==> config.mk <==
export PLATFORM = sky130hd
export DESIGN_NAME = arith_ctrl
export DESIGN_NICKNAME = d
export VERILOG_FILES = /design/src/rtl/arith_ctrl_pkg.sv /design/src/rtl/arith_ctrl_decode.sv /design/src/rtl/arith_ctrl.sv
export SDC_FILE = /design/constraint.sdc
export NUM_CORES = 1
export LEC_CHECK = 0
export CAP_MARGIN = 20
export CORE_UTILIZATION = 49
export DETAILED_ROUTE_END_ITERATION = 10
export PLACE_DENSITY = 0.88
export SETUP_SLACK_MARGIN = 0.5
export SLEW_MARGIN = 25
export SYNTH_ARGS = -nofsm -noshare
export SYNTH_HDL_FRONTEND = slang
export SYNTH_HIERARCHICAL = 1
export SYNTH_SLANG_ARGS = --single-unit
==> constraint.sdc <==
create_clock -name clk -period 4.15 [get_ports clk]
set_clock_uncertainty 0.05 [all_clocks]
set_input_delay 0.83 -clock clk [delete_from_list [all_inputs] [get_ports clk]]
set_output_delay 0.83 -clock clk [all_outputs]
set_load 0.005 [all_outputs]
==> src/rtl/arith_ctrl_pkg.sv <==
`default_nettype none
// ============================================================================
// Module      : arith_ctrl_pkg
// Description : Shared constants and types for the arith_ctrl sequencer.
//               Covers instruction field positions, opcodes, datapath select
//               codes, FSM state encoding and the decoded-instruction record.
// Revision    : 1.0 - initial release
// ============================================================================
package arith_ctrl_pkg;

  // Datapath and field widths
  localparam int DATA_W = 16;
  localparam int IMM_W  = 8;

  // Instruction field positions
  localparam int OP_HI    = 15;
  localparam int OP_LO    = 12;
  localparam int HALT_BIT = 11;
  localparam int IMM_HI   = 7;
  localparam int IMM_LO   = 0;

  // Opcodes
  localparam logic [3:0] OP_NOP = 4'h0;
  localparam logic [3:0] OP_LDR = 4'h1;
  localparam logic [3:0] OP_LDM = 4'h2;
  localparam logic [3:0] OP_LDI = 4'h3;
  localparam logic [3:0] OP_AND = 4'h4;
  localparam logic [3:0] OP_OR  = 4'h5;
  localparam logic [3:0] OP_ADD = 4'h6;
  localparam logic [3:0] OP_SUB = 4'h7;
  localparam logic [3:0] OP_IN  = 4'h8;
  localparam logic [3:0] OP_NOT = 4'h9;
  localparam logic [3:0] OP_INC = 4'hA;
  localparam logic [3:0] OP_DEC = 4'hB;
  localparam logic [3:0] OP_SHL = 4'hC;
  localparam logic [3:0] OP_SHR = 4'hD;
  localparam logic [3:0] OP_ROR = 4'hE;
  localparam logic [3:0] OP_SYS = 4'hF;  // HLT or JZ depending on IR[11]

  // Primary (out1) select codes
  localparam logic [2:0] SEL0_R   = 3'd0;
  localparam logic [2:0] SEL0_M   = 3'd1;
  localparam logic [2:0] SEL0_IMM = 3'd2;
  localparam logic [2:0] SEL0_AND = 3'd3;
  localparam logic [2:0] SEL0_OR  = 3'd4;
  localparam logic [2:0] SEL0_ADD = 3'd5;
  localparam logic [2:0] SEL0_SUB = 3'd6;
  localparam logic [2:0] SEL0_IN  = 3'd7;

  // Unary (out2) select codes
  localparam logic [2:0] SEL1_NOT = 3'd0;
  localparam logic [2:0] SEL1_INC = 3'd1;
  localparam logic [2:0] SEL1_DEC = 3'd2;
  localparam logic [2:0] SEL1_SHL = 3'd3;
  localparam logic [2:0] SEL1_SHR = 3'd4;
  localparam logic [2:0] SEL1_ROR = 3'd5;

  // Sequencer states
  typedef enum logic [2:0] {
    ST_IDLE   = 3'd0,
    ST_FETCH  = 3'd1,
    ST_DECODE = 3'd2,
    ST_MEMRD  = 3'd3,
    ST_EXEC   = 3'd4,
    ST_HALT   = 3'd5
  } state_t;

  // Decoded view of one instruction
  typedef struct packed {
    logic [2:0] asel0;
    logic [2:0] asel1;
    logic       use_out2;
    logic       writes_a;
    logic       is_ldm;
    logic       is_hlt;
    logic       is_jz;
  } dec_t;

endpackage
`default_nettype wire

==> src/rtl/arith_ctrl_decode.sv <==
`default_nettype none
// ============================================================================
// Module      : arith_ctrl_decode
// Description : Combinational opcode decoder. Maps opcode and halt bit to
//               the datapath selects and the sequencer control flags.
//               Macro ARITH_CTRL_JZ_EN: when undefined, opcode F with
//               IR[11]=0 decodes as a NOP (is_jz never asserted).
// Revision    : 1.0 - initial release
// ============================================================================
module arith_ctrl_decode
  import arith_ctrl_pkg::*;
(
  input  logic [3:0] opcode_i,
  input  logic       halt_bit_i,
  output dec_t       dec_o
);

  // Opcode to control-field lookup; every field defaults to zero (NOP)
  always_comb begin
    dec_o = '0;
    case (opcode_i)
      OP_NOP: dec_o = '0;
      OP_LDR: begin dec_o.asel0 = SEL0_R;   dec_o.writes_a = 1'b1; end
      OP_LDM: begin dec_o.asel0 = SEL0_M;   dec_o.writes_a = 1'b1; dec_o.is_ldm = 1'b1; end
      OP_LDI: begin dec_o.asel0 = SEL0_IMM; dec_o.writes_a = 1'b1; end
      OP_AND: begin dec_o.asel0 = SEL0_AND; dec_o.writes_a = 1'b1; end
      OP_OR:  begin dec_o.asel0 = SEL0_OR;  dec_o.writes_a = 1'b1; end
      OP_ADD: begin dec_o.asel0 = SEL0_ADD; dec_o.writes_a = 1'b1; end
      OP_SUB: begin dec_o.asel0 = SEL0_SUB; dec_o.writes_a = 1'b1; end
      OP_IN:  begin dec_o.asel0 = SEL0_IN;  dec_o.writes_a = 1'b1; end
      OP_NOT: begin dec_o.asel1 = SEL1_NOT; dec_o.writes_a = 1'b1; dec_o.use_out2 = 1'b1; end
      OP_INC: begin dec_o.asel1 = SEL1_INC; dec_o.writes_a = 1'b1; dec_o.use_out2 = 1'b1; end
      OP_DEC: begin dec_o.asel1 = SEL1_DEC; dec_o.writes_a = 1'b1; dec_o.use_out2 = 1'b1; end
      OP_SHL: begin dec_o.asel1 = SEL1_SHL; dec_o.writes_a = 1'b1; dec_o.use_out2 = 1'b1; end
      OP_SHR: begin dec_o.asel1 = SEL1_SHR; dec_o.writes_a = 1'b1; dec_o.use_out2 = 1'b1; end
      OP_ROR: begin dec_o.asel1 = SEL1_ROR; dec_o.writes_a = 1'b1; dec_o.use_out2 = 1'b1; end
      OP_SYS: begin
        if (halt_bit_i) begin
          dec_o.is_hlt = 1'b1;
        end else begin
`ifdef ARITH_CTRL_JZ_EN
          dec_o.is_jz = 1'b1;
`else
          dec_o.is_jz = 1'b0;
`endif
        end
      end
    endcase
  end

endmodule
`default_nettype wire

==> src/rtl/arith_ctrl.sv <==
`default_nettype none
// ============================================================================
// Module      : arith_ctrl
// Description : Instruction sequencer for the 16-bit accumulator datapath.
//               Fetches instructions over a req/ack port, decodes them into
//               the datapath selects and writes results back into A.
//               Macro ARITH_CTRL_JZ_EN: enables the conditional jump (JZ);
//               when undefined that encoding is a NOP and no zero detect
//               on A is built.
// Revision    : 1.0 - initial release
// ============================================================================
module arith_ctrl
  import arith_ctrl_pkg::*;
#(
  parameter int PC_W = 8
) (
  input  logic              clk,
  input  logic              rst,
  input  logic              start_i,
  output logic              mem_req_o,
  output logic [PC_W-1:0]   mem_addr_o,
  input  logic              mem_ack_i,
  input  logic [DATA_W-1:0] mem_rdata_i,
  output logic [DATA_W-1:0] a_out_o,
  output logic [DATA_W-1:0] m_out_o,
  output logic [IMM_W-1:0]  imm_out_o,
  output logic [2:0]        asel0_o,
  output logic [2:0]        asel1_o,
  input  logic [DATA_W-1:0] out1_i,
  input  logic [DATA_W-1:0] out2_i,
  output logic [PC_W-1:0]   pc_o,
  output logic              busy_o,
  output logic              halted_o
);

  state_t              state_q;
  logic [PC_W-1:0]     pc_q;
  logic [DATA_W-1:0]   ir_q;
  logic [DATA_W-1:0]   a_q;
  logic [DATA_W-1:0]   m_q;
  logic [2:0]          asel0_q, asel1_q;
  logic [2:0]          asel0_d, asel1_d;
  logic                mem_req_q;
  logic [PC_W-1:0]     mem_addr_q;
  logic                busy_q, halted_q;

  dec_t                dec;
  logic [PC_W-1:0]     pc_inc;
  logic [PC_W-1:0]     imm_tgt;
  logic                jz_cond;
  logic                jump;
  logic                unused_ir_bits;

  arith_ctrl_decode u_decode (
    .opcode_i   (ir_q[OP_HI:OP_LO]),
    .halt_bit_i (ir_q[HALT_BIT]),
    .dec_o      (dec)
  );

  assign pc_inc         = pc_q + PC_W'(1);
  assign imm_tgt        = ir_q[IMM_HI:IMM_LO];
  assign unused_ir_bits = ^ir_q[HALT_BIT-1:IMM_HI+1];

`ifdef ARITH_CTRL_JZ_EN
  assign jz_cond = (a_q == '0);
`else
  assign jz_cond = 1'b0;
`endif
  assign jump = dec.is_jz & jz_cond;

  // Selects for the coming EXEC: only the field the instruction uses moves
  always_comb begin
    asel0_d = asel0_q;
    asel1_d = asel1_q;
    if (dec.writes_a) begin
      if (dec.use_out2) asel1_d = dec.asel1;
      else              asel0_d = dec.asel0;
    end
  end

  // Sequencer FSM with all architectural registers and registered outputs
  always_ff @(posedge clk or posedge rst) begin
    if (rst) begin
      state_q    <= ST_IDLE;
      pc_q       <= '0;
      ir_q       <= '0;
      a_q        <= '0;
      m_q        <= '0;
      asel0_q    <= '0;
      asel1_q    <= '0;
      mem_req_q  <= 1'b0;
      mem_addr_q <= '0;
      busy_q     <= 1'b0;
      halted_q   <= 1'b0;
    end else begin
      case (state_q)
        ST_IDLE, ST_HALT: begin
          if (start_i) begin
            state_q    <= ST_FETCH;
            mem_req_q  <= 1'b1;
            mem_addr_q <= pc_q;
            busy_q     <= 1'b1;
            halted_q   <= 1'b0;
          end
        end
        ST_FETCH: begin
          if (mem_ack_i) begin
            ir_q      <= mem_rdata_i;
            pc_q      <= pc_inc;
            mem_req_q <= 1'b0;
            state_q   <= ST_DECODE;
          end
        end
        ST_DECODE: begin
          if (dec.is_ldm) begin
            state_q    <= ST_MEMRD;
            mem_req_q  <= 1'b1;
            mem_addr_q <= imm_tgt;
          end else if (dec.is_hlt) begin
            // A start seen on this edge is deliberately ignored
            state_q  <= ST_HALT;
            busy_q   <= 1'b0;
            halted_q <= 1'b1;
          end else begin
            state_q <= ST_EXEC;
            asel0_q <= asel0_d;
            asel1_q <= asel1_d;
          end
        end
        ST_MEMRD: begin
          if (mem_ack_i) begin
            m_q       <= mem_rdata_i;
            mem_req_q <= 1'b0;
            state_q   <= ST_EXEC;
            asel0_q   <= asel0_d;
            asel1_q   <= asel1_d;
          end
        end
        ST_EXEC: begin
          if (dec.writes_a) begin
            a_q <= dec.use_out2 ? out2_i : out1_i;
          end
          // Next fetch is issued directly, using the jump target if taken
          state_q   <= ST_FETCH;
          mem_req_q <= 1'b1;
          if (jump) begin
            pc_q       <= imm_tgt;
            mem_addr_q <= imm_tgt;
          end else begin
            mem_addr_q <= pc_q;
          end
        end
        default: begin
          state_q   <= ST_IDLE;
          mem_req_q <= 1'b0;
          busy_q    <= 1'b0;
          halted_q  <= 1'b0;
        end
      endcase
    end
  end

  assign mem_req_o  = mem_req_q;
  assign mem_addr_o = mem_addr_q;
  assign a_out_o    = a_q;
  assign m_out_o    = m_q;
  assign imm_out_o  = ir_q[IMM_HI:IMM_LO];
  assign asel0_o    = asel0_q;
  assign asel1_o    = asel1_q;
  assign pc_o       = pc_q;
  assign busy_o     = busy_q;
  assign halted_o   = halted_q;

endmodule
`default_nettype wire

== Yosys cells after proc, flatten, opt, wreduce, memory -nomap -nowiden ==
Cells that the tools add are included.

* Add/sub/neg operators: 1
* Equality and inequality tests: 28
* Mux-type cells: 39
* Bitwise operators: 1
* Reduce and logical (&&, ||, !) cells: 15

{| class="wikitable"
|+ Operators with widths
! cell !! number
|-
| 3-bit two-way mux || 14
|-
| 4-bit equality test (second input constant) || 8
|-
| 4-bit case mux with 6 select lines || 1
|-
| 8-bit case mux with 3 select lines || 1
|-
| 3-bit case mux with 7 select lines || 1
|-
| 4-bit by 3-bit equality test with 1-bit output (second input constant) || 4
|-
| 16-bit two-way mux || 1
|-
| 8-bit two-way mux || 2
|-
| 3-bit case mux with 5 select lines || 1
|-
| 2-bit inequality test (second input constant) || 7
|-
| 14-bit OR reduction || 1
|-
| 1-bit two-way mux || 12
|-
| 3-bit case mux with 2 select lines || 2
|-
| 3-bit AND reduction || 3
|-
| 8-bit by 1-bit adder with 8-bit output (second input constant) || 1
|-
| 4-bit by 2-bit equality test with 1-bit output (second input constant) || 2
|-
| 4-bit AND reduction || 2
|-
| 3-bit by 2-bit equality test with 1-bit output (second input constant) || 2
|-
| 3-bit equality test (second input constant) || 2
|-
| 1-bit case mux with 3 select lines || 2
|-
| 2-bit AND reduction || 3
|-
| 4-bit by 1-bit equality test with 1-bit output (second input constant) || 1
|-
| 1-bit case mux with 4 select lines || 1
|-
| 2-bit OR reduction || 2
|-
| other kinds (8) || 8
|}

* Register bits: 76
* Bits of input ports: 52
* Output and inout port bits: 65
* Word-level logic and storage cells: 95

== Longest topological paths before layout ==
Gate-level depths: netlist (run 1).

* Depth after elaboration: 7
* Mapped depth: 7
* Gate-level depth less buffers: 6

== Modules after synthesis ==
Netlist (run 1), hierarchy kept.

{| class="wikitable"
|+ By module, submodules not included
! module !! instances !! cells an instance !! area each (um^2) !! seq. area each (um^2)
|-
| arith_ctrl || 1 || 262 || 3276.9 || 1826.8
|-
| arith_ctrl_decode || 1 || 30 || 192.7 || 0.0
|}

== Worst setup path before layout (run 1) ==
OpenSTA, ideal clock, no wires.

* Path kind: register to register
* Start: register ir_q[15]
* End: register mem_addr_q[1], in the netlist mem_addr_o[1]
* Setup time: 0.135 ns
* Arrival: 2.128 ns
* Required time: 3.965 ns
* Setup slack: 1.837 ns
* Stages on the path, launching flop included: 8
* Path buffers: 2
* Clock period less this slack: 2.313 ns
* Path through: dfrtp_1 -> clkbuf_1 -> nor4b_1 -> and4bb_2 -> a211oi_4 -> buf_4 -> nand2_1 -> o21ai_0

{| class="wikitable"
|+ RTL lines
! what !! RTL line !! RTL
|-
| start: declaration || arith_ctrl.sv:38 || <nowiki>logic [DATA_W-1:0] ir_q;</nowiki>
|-
| start signal: assignment || arith_ctrl.sv:108 || <nowiki>ir_q <= mem_rdata_i;</nowiki>
|-
| end signal: assignment || arith_ctrl.sv:101 || <nowiki>mem_addr_q <= pc_q;</nowiki>
|-
| end signal: assignment || arith_ctrl.sv:118 || <nowiki>mem_addr_q <= imm_tgt;</nowiki>
|-
| end signal: assignment || arith_ctrl.sv:148 || <nowiki>mem_addr_q <= imm_tgt;</nowiki>
|-
| end: declaration || arith_ctrl.sv:44 || <nowiki>logic [PC_W-1:0] mem_addr_q;</nowiki>
|}

==> flow_summary_export.csv, run 1 <==
group,metric,value,unit
sta,setup-tns-final,0,ps
floorplanning,die_y,86.0,um
worst_hold_path,hold_path.class,"flop to flop",
critical_path,cp.required,4330,ps
sta,hold_viol_final,0,
flow_run,max_cap_viol_count,0,
clock_tree,clk_latency,350,ps
global_routing,grt_usage,0.216,
synth,synthCells,290,
synth,yosysWarnings,6,
sta,rsz0062_at_grt,"false",
route,drt-initial-drc-count,184,
floorplanning,die_area,7400,um2
sta,period_share,0.608,
power,leakagePower,0.00200,uW
finish,syn2layout_area_growth,39.1,%
critical_path,r2r_cells,4,
sta,clock.fmax,396,MHz
global_routing,overflow,0,
clock_tree,cts_buffer_depth,2,
clock_tree,cts_resized,0,
route,via_per_inst,5.17,
floorplanning,start_util,0.509,
finish,final-seq-area,1830,um2
critical_path,arrival,2700,ps
synth,syn_area,3460,um2
clock_tree,clockRootBuffer,"clkbuf_8",
synth,syn-num-nets,343,
critical_path,crit_path_end,"asel1_o[1]",
placement,place_inst,479,
floorplanning,row_count,30,
critical_path,path_max_fanout,18,
clock_tree,cts_setup_buffers,0,
clock_tree,hold_buffers,0,
finish,finalNonFillerCells,496,
sta,finalSetupViolCount,0,
outcome,status,"completed",
route,postRouteAntennaNets,0,
power,irDropWorstVdd,440,uV
finish,diodes,0,
placement,port-buffer-count,116,
global_routing,grt_pass1_wl,12100,um
clock_tree,cts_tree,"built",
route,vias,2564,
global_routing,grt_pass1_vias,2522,
critical_path,rr_endpoint,"asel1_o[1]",
critical_path,startpoint_type,"flop",
critical_path,reg2reg_from,"ir_q[13]",
finish,multi_input_area,1470,um2
sta,slew_violations,0,
critical_path,ff2ff_setup_slack,1630,ps
route,firstDrtPassIters,4,
floorplanning,coreArea,6790,um2
placement,dp_hpwl,5440,um
global_routing,grt_max_degree,40,
finish,nFillCells,503,
synth,syn_area_per_cell,11.9,um2
clock_tree,clk_pin_slew,70,ps
finish,drive_above_1_share,0.168,
route,wl_per_cell,15.5,um
critical_path,end_kind,"flop",
clock_tree,htreeDepth,3,
global_routing,antenna_found_initial,0,
sta,tightest_slew,871,ps
route,drcViolationCount,0,
clock_tree,clock-sinks,73,
finish,layout.nets,448,
critical_path,critPathLaunch,"ir_q[13]",
clock_tree,cts_inserted_buffers,9,
critical_path,path_class,"flop to flop",
placement,gp_congestion,0.795,
floorplanning,num_io_pins,117,
route,wirelength,7670,um
sta,relSlewSlack,0.419,
floorplanning,die_width,86.0,um
sta,period_needed,2520,ps
power,power_density,714,nW/um2
==> per-stage QoR <==
step	instance area (um2)	hold slack [ps]	utilization	power [uW]	worst slack [ps]
after global routing	4810	462	0.708	3660	1500
after global placement	4610	410	0.678	2830	1410
after detailed placement	4610	422	0.678	2900	1360
after CTS	4790	439	0.706	3460	1630
final	4810	437	0.708	3440	1630
after floorplan	3460	421	-	2210	1420
==> worst min path at each step <==
stage                       start             to  slack, ps  depth (start not counted)
floorplan           mem_addr_o[1]  mem_addr_o[1]        420                          2
global placement    mem_addr_o[3]  mem_addr_o[3]        410                          2
detailed placement  mem_addr_o[3]  mem_addr_o[3]        420                          2
CTS                 mem_addr_o[3]  mem_addr_o[3]        440                          2
global route        mem_addr_o[3]  mem_addr_o[3]        460                          2
finish              mem_addr_o[3]  mem_addr_o[3]        440                          2
==> state kept, by name (all words and copies together) (netlist names) <==
signal and flops:
a_out_o 16, m_out_o 16, ir_q 13, mem_addr_o 8
pc_o 8, asel0_o 3, asel1_o 3, state_q 3
busy_o 1, halted_o 1, mem_req_o 1
==> routing by layer <==
layer | vias to the layer above | track usage | share of wire
met5 | - | 0 | 0
met2 | 98 | 0.353 | 0.47
met3 | 11 | 0.0789 | 0.093
met4 | 0 | 0.100 | 0.014
met1 | 1237 | 0.256 | 0.42
li1 | 1218 | - | -
==> report_power, final <==
part,switching (uW),total (uW),internal (uW)
combinational,579,1560,982
sequential,312,1340,1020
clock,264,539,275
total,1160,3440,2280
==> worst max-delay path: stages, from the launching register on <==
cell and delay [ps]:
dfrtp_1 610, or2_2 210, o211a_1 720, nor3b_2 440
mux2_2 380
==> placed cells by master, fill, tap and decap left out, types with 2 or more instances in the layout <==
| cell type | instances |
|---|---|
| clkdlybuf4s50_1 | 116 |
| dfrtp_1 | 73 |
| mux2_2 | 34 |
| mux2i_1 | 25 |
| nor2_1 | 20 |
| a21oi_1 | 19 |
| nand2_1 | 16 |
| o21ai_0 | 11 |
| clkbuf_8 | 9 |
| xnor2_1 | 5 |
| nand2b_1 | 4 |
| xor2_1 | 4 |
| clkinv_2 | 4 |
| nor3_1 | 3 |
| mux2_4 | 3 |
| and3_1 | 3 |
| o21a_1 | 3 |
| nor3b_1 | 3 |
| nand3_1 | 3 |
| buf_4 | 3 |
| nand3b_1 | 2 |
| inv_1 | 2 |
| and4_1 | 2 |
| a221oi_1 | 2 |
==> layout make-up <==
cell class / count / area share
Tap cell: 96 / 0.0250
Multi-Input combinational cell: 188 / 0.305
Clock inverter: 6 / 0.0122
Inverter: 3 / 0.00234
Timing Repair Buffer: 120 / 0.249
Sequential cell: 73 / 0.380
Clock buffer: 10 / 0.0265
(Power assumes the default switching activity.)
==> run 2, diff against run 1 <==
Settings changed: CORE_UTILIZATION 49 to 46, PLACE_DENSITY 0.88 to 0.84.
Clock period 4.15 ns to 2.61 ns, I/O delays scaled along.
==> run 2 against run 1 <==
  * Register-to-register slack lost 1100 ps
  * Worst setup slack lost 1100 ps
  * Cell count grew 2.8%
  * Fmax grew 21%
  * Clock-buffer cell count grew 2
  * Largest power group unchanged
  * Critical path depth grew 2
==> flow_summary_export.csv, run 2 (same netlist as run 1, synthesis figures left out) <==
group,metric,value,unit
outcome,status,"completed",
finish,layout_common_cells,"clkdlybuf4s50_1, dfrtp_1, mux2_2",
sta,period_needed,2080,ps
route,postRouteAntennaNets,0,
power,leakagePower,0.00207,uW
finish,drive_above_1_share,0.204,
placement,gp_congestion,0.793,
floorplanning,coreArea,7250,um2
route,vias,2623,
sta,hold_viol_final,0,
route,wirelength,7640,um
sta,whs,431,ps
flow_run,max_cap_viol_count,0,
sta,period_share,0.796,
clock_tree,clk_pin_slew,70,ps
sta,clock.fmax,481,MHz
clock_tree,clk_latency,350,ps
sta,relSlewSlack,0.591,
route,drt-initial-drc-count,110,
critical_path,end_kind,"flop",
global_routing,grt_usage,0.199,
critical_path,path_class,"flop to flop",
critical_path,cp.required,2790,ps
clock_tree,clockRootBuffer,"clkbuf_8",
sta,setup-tns-final,0,ps
critical_path,startpoint_type,"flop",
clock_tree,cts_inserted_buffers,9,
route,firstDrtPassIters,4,
worst_hold_path,hold_path.class,"flop to flop",
finish,layout_commonest_cell,"clkdlybuf4s50_1",
floorplanning,die_width,88.7,um
sta,rsz0062_at_grt,"false",
clock_tree,htreeDepth,3,
sta,slew_violations,0,
finish,diodes,0,
route,drcViolationCount,0,
floorplanning,start_util,0.477,
global_routing,grt_pass1_wl,11700,um
global_routing,grt_max_degree,44,
route,wl_per_cell,15.0,um
global_routing,antenna_found_initial,0,
placement,port-buffer-count,116,
global_routing,grt_pass1_vias,2516,
critical_path,arrival,2260,ps
clock_tree,cts_tree,"built",
global_routing,overflow,0,
finish,utilization,0.686,
clock_tree,cts_buffer_depth,2,
clock_tree,hold_buffers,0,
placement,dp_hpwl,5350,um
floorplanning,num_io_pins,117,
sta,tightest_slew,613,ps
floorplanning,die_area,7870,um2
floorplanning,die_y,88.7,um
critical_path,path_max_fanout,12,
route,via_per_inst,5.14,
floorplanning,row_count,31,
finish,layout.nets,459,
power,irDropWorstVdd,643,uV
finish,syn2layout_area_growth,43.9,%
sta,finalSetupViolCount,0,
power,power_density,1160,nW/um2
clock_tree,clock-sinks,73,
==> run 2: cell types whose count changed in the layout (fill, tap and decap cells not counted), moves of 3 or more <==
cell	change
clkinv_2	-3
buf_4	+11
dfrtp_2	+5
dfrtp_1	-5
clkbuf_8	+3
==> run 2: what timing repair did <==
action                     CTS  global route
setup endpoints to repair   14            22
cloned                       0             0
gates resized for setup      3             3
pin swaps                    0             0
buffers inserted             0             5
==> run 2: worst paths after layout <==
path,from,endpoint,slack (ps),cells past startpoint
max,ir_q[13],asel0_o[1],530,6
min,mem_addr_o[2],mem_addr_o[2],430,2
max reg2reg,ir_q[13],asel0_o[1],530,6
min reg2reg,mem_addr_o[2],mem_addr_o[2],430,2
max in group asynchronous,rst,a_out_o[13],1620,3
min in group asynchronous,rst,state_q[0],530,3
==> run 2: power by group <==
group          switching, uW  leakage (uW)  internal [uW]
combinational            937       0.00109           1650
clock                    416      0.000123            617
sequential               493      0.000866           1640
==> run 2: layout make-up <==
cell class | count | area (um2)
clock buffers | 12 | 165
clock inverters | 4 | 73.8
fillers | 529 | 2280
inverters | 3 | 15.0
multi-input cells | 188 | 1480
flip-flops and latches | 73 | 1830
well taps | 99 | 124
repair buffers | 131 | 1290
==> run 2: routing by layer <==
layer,global-route usage,up-vias,part of all wire
met5,0,-,0
met4,0.0821,0,0.013
met3,0.0756,9,0.10
met2,0.306,124,0.45
met1,0.253,1240,0.43
li1,-,1250,-
==> run 2: metrics by stage <==
| stage | total power [uW] | instance area (um2) | instances | setup WS (ps) |
|---|---|---|---|---|
| after detailed placement | 4660 | 4690 | 489 | 402 |
| after floorplan | 3520 | 3470 | 290 | 627 |
| after global placement | 4560 | 4690 | 489 | 467 |
| after global routing | 6140 | 4980 | 510 | 462 |
| after CTS | 5730 | 4940 | 505 | 545 |
| final | 5750 | 4980 | 510 | 533 |
==> run 2: critical path: stages (launching register included) <==
cell     delay, ps
dfrtp_2        480
and2_1         200
and4_1         270
nor3_4         160
a21oi_2         60
or3_4          430
mux2_4         310
